### config.mk
export PLATFORM = sky130hd
export DESIGN_NAME = xs_transmitter_flat
export DESIGN_NICKNAME = d
export VERILOG_FILES = /design/src/rtl/xs_pkg.sv /design/src/rtl/xs_transmitter_if.sv /design/src/rtl/xs_bit_timer.sv /design/src/rtl/xs_transmitter.sv /design/src/flat_wrapper.sv
export SDC_FILE = /design/constraint.sdc
export NUM_CORES = 1
export LEC_CHECK = 0
export CAP_MARGIN = 20
export CORE_ASPECT_RATIO = 0.9
export CORE_UTILIZATION = 42
export DETAILED_ROUTE_END_ITERATION = 8
export SLEW_MARGIN = 20
export SYNTH_ARGS = -nofsm -noshare
export SYNTH_HDL_FRONTEND = slang
export SYNTH_SLANG_ARGS = --single-unit
### constraint.sdc
create_clock -name clk_i -period 3.6 [get_ports clk_i]
set_input_delay 0.72 -clock clk_i [delete_from_list [all_inputs] [get_ports clk_i]]
set_output_delay 0.72 -clock clk_i [all_outputs]
set_load 0.005 [all_outputs]
### src/rtl/xs_pkg.sv
// xs_pkg: constants shared by the xs serial transmitter and the xsr receiver.
//   DW        data / shift-register / baud-counter width
//   BW        bit-count width; frames carry 0..2**BW-1 bits
//   LINE_IDLE level of the serial line when nothing is being sent
package xs_pkg;
  localparam int DW = 64;
  localparam int BW = 6;
  localparam logic LINE_IDLE = 1'b1;
endpackage

### src/rtl/xs_transmitter_if.sv
// xs_transmitter_if: host-side bundle of the xs transmitter.
//   dat_i   frame data, bit 0 sent first
//   bits_i  frame length in bits (start/stop bits are part of dat_i)
//   we_i    write strobe (valid)
//   baud_i  bit period minus one, in clocks
//   ready_o holding register empty
//   txd_o   registered serial line
//   txc_o   pulse in the first cycle of each bit on txd_o
//   idle_o  nothing on the wire and nothing queued
// Handshake: we_i acts as valid and ready_o as ready; a frame transfers on
// exactly the rising clock edge where we_i & ready_o are both high. ready_o
// depends on registered state only, never on we_i. we_i while ready_o is low
// is ignored and does not overwrite the queued frame.
interface xs_transmitter_if #(
  parameter int DW = xs_pkg::DW,
  parameter int BW = xs_pkg::BW
);
  logic [DW-1:0] dat_i;
  logic [BW-1:0] bits_i;
  logic          we_i;
  logic [DW-1:0] baud_i;
  logic          ready_o;
  logic          txd_o;
  logic          txc_o;
  logic          idle_o;

  modport master (
    output dat_i, bits_i, we_i, baud_i,
    input  ready_o, txd_o, txc_o, idle_o
  );

  modport slave (
    input  dat_i, bits_i, we_i, baud_i,
    output ready_o, txd_o, txc_o, idle_o
  );
endinterface

### src/rtl/xs_bit_timer.sv
// xs_bit_timer: bit-period down-counter for the xs transmitter.
//   clk_i, reset_i  clock and synchronous active-high reset
//   load_i          reload the counter with baud_i (start of a new bit)
//   dec_i           count down by one
//   baud_i          bit period minus one, in clocks
//   tick_o          counter is zero: the current bit ends on this clock
module xs_bit_timer #(
  parameter int DW = xs_pkg::DW
) (
  input  logic          clk_i,
  input  logic          reset_i,
  input  logic          load_i,
  input  logic          dec_i,
  input  logic [DW-1:0] baud_i,
  output logic          tick_o
);
  logic [DW-1:0] ctr_q, ctr_d;

  always_comb begin
    ctr_d = ctr_q;
    if (load_i) begin
      ctr_d = baud_i;
    end else if (dec_i) begin
      ctr_d = ctr_q - DW'(1);
    end
  end

  always_ff @(posedge clk_i) begin
    if (reset_i) begin
      ctr_q <= '0;
    end else begin
      ctr_q <= ctr_d;
    end
  end

  assign tick_o = (ctr_q == '0);
endmodule

### src/rtl/xs_transmitter.sv
// xs_transmitter: asynchronous serial transmitter, LSB first, line idles high.
// Each bit is held baud_i+1 clocks. A one-entry holding register lets the host
// queue the next frame while the current one is on the wire.
//   clk_i    system clock, all state on posedge
//   reset_i  synchronous active-high reset; aborts a frame at once
//   bus      xs_transmitter_if slave: dat_i, bits_i, we_i, baud_i in;
//            ready_o, txd_o, txc_o, idle_o out
module xs_transmitter
  import xs_pkg::*;
#(
  parameter int DW = xs_pkg::DW,
  parameter int BW = xs_pkg::BW
) (
  input  logic clk_i,
  input  logic reset_i,
  xs_transmitter_if.slave bus
);
  logic [DW-1:0] sr_q, sr_d;
  logic [BW-1:0] bits_left_q, bits_left_d;
  logic [DW-1:0] hold_dat_q, hold_dat_d;
  logic [BW-1:0] hold_bits_q, hold_bits_d;
  logic          hold_full_q, hold_full_d;
  logic          txc_q, txc_d;

  logic          tick;
  logic          timer_load;
  logic          timer_dec;
  logic          do_load;
  logic [DW-1:0] low_mask;

  xs_bit_timer #(.DW(DW)) u_timer (
    .clk_i   (clk_i),
    .reset_i (reset_i),
    .load_i  (timer_load),
    .dec_i   (timer_dec),
    .baud_i  (bus.baud_i),
    .tick_o  (tick)
  );

  // A queued frame loads when the shifter is empty, or in the last clock of
  // the final bit so the next frame follows with no idle gap.
  assign do_load = hold_full_q &
                   ((bits_left_q == '0) | ((bits_left_q == BW'(1)) & tick));

  // Bits above the frame length are forced to the idle level so the line
  // returns high once the frame has shifted out; a zero-length frame becomes
  // all idle and never disturbs the line.
  assign low_mask = (DW'(1) << hold_bits_q) - DW'(1);

  always_comb begin
    sr_d        = sr_q;
    bits_left_d = bits_left_q;
    hold_dat_d  = hold_dat_q;
    hold_bits_d = hold_bits_q;
    hold_full_d = hold_full_q;
    txc_d       = 1'b0;
    timer_load  = 1'b0;
    timer_dec   = 1'b0;

    if (do_load) begin
      sr_d        = hold_dat_q | ~low_mask;
      bits_left_d = hold_bits_q;
      hold_full_d = 1'b0;
      timer_load  = 1'b1;
      txc_d       = (hold_bits_q != '0);
    end else if (bits_left_q != '0) begin
      if (!tick) begin
        timer_dec = 1'b1;
      end else begin
        sr_d        = {LINE_IDLE, sr_q[DW-1:1]};
        bits_left_d = bits_left_q - BW'(1);
        timer_load  = 1'b1;
        txc_d       = (bits_left_q > BW'(1));
      end
    end

    // Never coincides with a load: loading needs the holding register full.
    if (bus.we_i && !hold_full_q) begin
      hold_dat_d  = bus.dat_i;
      hold_bits_d = bus.bits_i;
      hold_full_d = 1'b1;
    end
  end

  always_ff @(posedge clk_i) begin
    if (reset_i) begin
      sr_q        <= {DW{LINE_IDLE}};
      bits_left_q <= '0;
      hold_dat_q  <= '0;
      hold_bits_q <= '0;
      hold_full_q <= 1'b0;
      txc_q       <= 1'b0;
    end else begin
      sr_q        <= sr_d;
      bits_left_q <= bits_left_d;
      hold_dat_q  <= hold_dat_d;
      hold_bits_q <= hold_bits_d;
      hold_full_q <= hold_full_d;
      txc_q       <= txc_d;
    end
  end

  assign bus.ready_o = ~hold_full_q;
  assign bus.txd_o   = sr_q[0];
  assign bus.txc_o   = txc_q;
  assign bus.idle_o  = (bits_left_q == '0) & ~hold_full_q;
endmodule
### src/flat_wrapper.sv
// flat-port wrapper written by rule: the top's interface ports become plain ports
module xs_transmitter_flat import xs_pkg::*;
#(
  parameter int DW = xs_pkg::DW,
  parameter int BW = xs_pkg::BW
)
  (clk_i, reset_i, bus_dat_i, bus_bits_i, bus_we_i, bus_baud_i, bus_ready_o, bus_txd_o, bus_txc_o, bus_idle_o);
  xs_transmitter_if #(.DW(DW), .BW(BW)) bus_i ();
  input  logic clk_i;
  input  logic reset_i;
  input wire logic [$bits(bus_i.dat_i)-1:0] bus_dat_i;
  input wire logic [$bits(bus_i.bits_i)-1:0] bus_bits_i;
  input wire logic [$bits(bus_i.we_i)-1:0] bus_we_i;
  input wire logic [$bits(bus_i.baud_i)-1:0] bus_baud_i;
  output wire logic [$bits(bus_i.ready_o)-1:0] bus_ready_o;
  output wire logic [$bits(bus_i.txd_o)-1:0] bus_txd_o;
  output wire logic [$bits(bus_i.txc_o)-1:0] bus_txc_o;
  output wire logic [$bits(bus_i.idle_o)-1:0] bus_idle_o;
  assign bus_i.dat_i = bus_dat_i;
  assign bus_i.bits_i = bus_bits_i;
  assign bus_i.we_i = bus_we_i;
  assign bus_i.baud_i = bus_baud_i;
  assign bus_ready_o = bus_i.ready_o;
  assign bus_txd_o = bus_i.txd_o;
  assign bus_txc_o = bus_i.txc_o;
  assign bus_idle_o = bus_i.idle_o;
  xs_transmitter #(.DW(DW), .BW(BW)) u_core (.clk_i(clk_i), .reset_i(reset_i), .bus(bus_i));
endmodule
==> out/qor.csv <==
stage,metric,value,unit
status,status,finished clean,
detailed_routing,drt-pass1-iter-count,5,
die,dieHeight,156,um
synth,netlist_instances,1474,
placement,hpwl,25100,um
detailed_routing,dr_total_vias,12000,
synth,yosys.area.top_type,dfxtp_1,
detailed_routing,wl,39000,um
sta,relSlewSlack,42.6,%
worst_setup_path,cp-end-kind,output port,
synth,syn_avg_cell_area,7.49,um^2
worst_setup_path,path_class,reg2out,
sta,finalCriticalPeriod,3510,ps
synth,syn_nets,1615,
sta,maxSlewViolCount,0,
worst_setup_path,timing.rr.end,u_core.u_timer.ctr_q[56],
layout,fin_util,53.7,%
pwr,combPwrFrac,53.5,%
detailed_routing,ant_nets,0,
clock_tree,h-tree-depth,1,
pwr,cellPowerDensity,933,nW/um^2
worst_setup_path,r2r-start,u_core.u_timer.ctr_q[1],
detailed_routing,wl_per_cell,20.3,um
pwr,p_total,12.8,mW
sta,min_period_over_period,97.5,%
layout,area_delta_synth_final,23.9,%
sta,finalHoldViolations,0,
worst_setup_path,path_max_fanout,7,
clock_tree,postCtsSetupRepairBufs,0,
sta,fin_setup_tns,0,ps
grt,grt_pass1_vias,10900,
pwr,swShare,46.8,%
synth,synthArstFlopShare,0,%
clock_tree,clkTransAtPathRegs,60,ps
sta,setup_viol,0,
placement,gp_congestion,0.903,
synth,netlist.area_leader.share,37.2,%
detailed_routing,drc,0,
die,pin_count,141,
placement,dpl_cell_area,12900,um^2
layout,drive_gt1_share,8.25,%
worst_setup_path,critical_path_required,2880,ps
synth,synth-edff-count,0,
clock_tree,holdBufCountCts,0,
clock_tree,tritoncts,built,
layout,fin_nets,1699,
placement,io_buffers,139,
synth,ys.flop_type,dfxtp_1,
min_path,hp-class,reg2reg,
synth,synth_area_leaders,"dfxtp_1 (37%), nand2_1 (6.8%), a21oi_1 (5.3%)",
synth,synth.distinct_cells,72,
pwr,p_switching,5.97,mW
layout,fillCellCount,2519,
layout,diodes,0,
pwr,p_clk_share,18.5,%
detailed_routing,vias_per_cell,6.27,
sta,whs,454,ps
synth,yosysWarnings,0,
die,rows,55,
flow_run,drv_cap,0,
worst_setup_path,arrival,2790,ps
sta,worst_slew_pin_slew,861,ps
detailed_routing,drt_iter0_drc,1323,
pwr,p_leak,4.76,nW
min_path,hold_start,u_core.sr_q[63],
worst_setup_path,start_kind,flip-flop,
min_path,min_path_cells,1,
grt,grt_max_degree,85,
clock_tree,cts.sinks,205,
sta,skew,29.4,ps
worst_setup_path,r2r_cells,8,
grt,grt_antenna_before_repair,0,
synth,syn_area,11000,um^2
sta,max_freq,0.285,GHz
die,coreArea,25500,um^2
grt,grt_overflow,0,
pwr,seqPwrFrac,27.9,%
pwr,ir_worst_vdd,0.631,mV
layout,stdcell_area,13700,um^2
die,initial_core_util,43.3,%
clock_tree,clock_latency,530,ps
sta,rsz0062_at_grt,false,
clock_tree,cts_buffers,23,
die,die_w,173,um
grt,grtUsageTotal,28.2,%
synth,synth_seq_area_share,37.2,%
clock_tree,clockRootBuffer,clkbuf_16,
worst_setup_path,r2r_slack,210,ps
die,dieArea,26900,um^2
min_path,min_to,u_core.sr_q[63],
pwr,intPower,6.78,mW
clock_tree,ctsLongestPathBuffers,3,
grt,grt_first_pass_wirelength,61500,um
synth,ys_ff_latch,205,
==> worst max-delay path: stages, from the launching register on <==
cell and delay (ps):
dfxtp_1 370, inv_1 100, ha_2 210, or3b_2 470, or3_2 510, clkinv_2 110
clkdlybuf4s50_1 500
==> power by group through the flow <==
stage	logic (mW)	registers (mW)	clock network (mW)
3_3_place_gp	6.61	3.56	0
5_1_grt	7.44	3.65	2.50
3_5_place_dp	6.68	3.57	0
2_1_floorplan	4.53	3.41	0
6_report	6.82	3.56	2.36
4_1_cts	6.70	3.54	2.40
==> cell type report <==
class	instances	area [um^2]	area share, %
clock buffers	32	659	4.82
clock inverters	10	95.1	0.696
inverters	24	91.3	0.668
multi-input cells	1103	6350	46.5
flip-flops and latches	205	4100	30.0
well taps	342	428	3.13
repair buffers	201	1940	14.2
==> metal layers <==
metal	share of wire [%]	routed length (um)	vias up	GRT usage [%]
met5	0	0	-	0
met3	8.1	3160	62	5.43
met1	49	19100	5774	42.9
met2	41	15900	494	39.8
li1	-	-	5691	-
met4	2.2	873	0	7.46
==> state kept, by name (all words and copies together), names as in the netlist <==
name and count:
u_core.u_timer.ctr_q 64, u_core.bits_left_q 6, u_core.hold_bits_q 6, u_core.sr_q 64
u_core.hold_dat_q 63, u_core.hold_full_q 1, u_core.bus.txc_o 1
==> cell usage in the layout, fill, tap and decap left out, types with 23 or more instances in the layout <==
cell,n
clkbuf_16,23
a21oi_1,114
nand4_1,27
o21ai_0,102
o32ai_1,26
dfxtp_1,205
nor4_1,54
buf_4,56
o311ai_0,33
nand3_1,43
nand2_1,198
nor2_1,122
a31oi_1,56
clkdlybuf4s50_1,138
nor3_1,60
==> per-stage QoR <==
| step | setup WS [ps] | cells |
|---|---|---|
| 4_1_cts | 78.8 | 1917 |
| 6_report | 90.8 | 1917 |
| 3_3_place_gp | 196 | 1875 |
| 3_5_place_dp | 158 | 1875 |
| 2_1_floorplan | 242 | 1474 |
| 5_1_grt | 5.04 | 1917 |
==> synth_stat cells (21+ instances only) <==
library cell and instances:
dfxtp_1 205, nand2_1 200, clkbuf_1 122, nor2_1 122
a21oi_1 116, o21ai_0 102, nor3_1 61, a31oi_1 56
nor4_1 55, nand3_1 43, o311ai_0 33, nand4_1 27
o32ai_1 26, inv_1 22, or3_1 21
==> cells by family after synthesis <==
family	after synthesis	share of synthesized area [%]
fa+ha+maj	4	0.454
mux	13	1.19
xor+xnor	18	1.43
buf+inv	166	5.84
compound gates	461	27.3
simple gates	607	26.6
flops	205	37.2
==> how the worst max path moves through the flow <==
| stage | slack [ps] | startpoint | depth (start not counted) | end |
|---|---|---|---|---|
| 2_1_floorplan | 240 | u_core.u_timer.ctr_q[0] | 10 | u_core.u_timer.ctr_q[56] |
| 5_1_grt | 5 | u_core.bits_left_q[0] | 6 | bus_idle_o |
| 6_report | 90 | u_core.bits_left_q[0] | 6 | bus_idle_o |
| 3_3_place_gp | 200 | u_core.u_timer.ctr_q[1] | 8 | u_core.u_timer.ctr_q[56] |
| 4_1_cts | 80 | u_core.bits_left_q[0] | 6 | bus_idle_o |
| 3_5_place_dp | 160 | u_core.u_timer.ctr_q[1] | 8 | u_core.u_timer.ctr_q[56] |
==> what timing repair did <==
item	CTS	global route
gates resized for setup	0	3
endpoints found under the hold margin	0	0
setup endpoints to repair	0	5
Power figures use the tool's default switching activity.
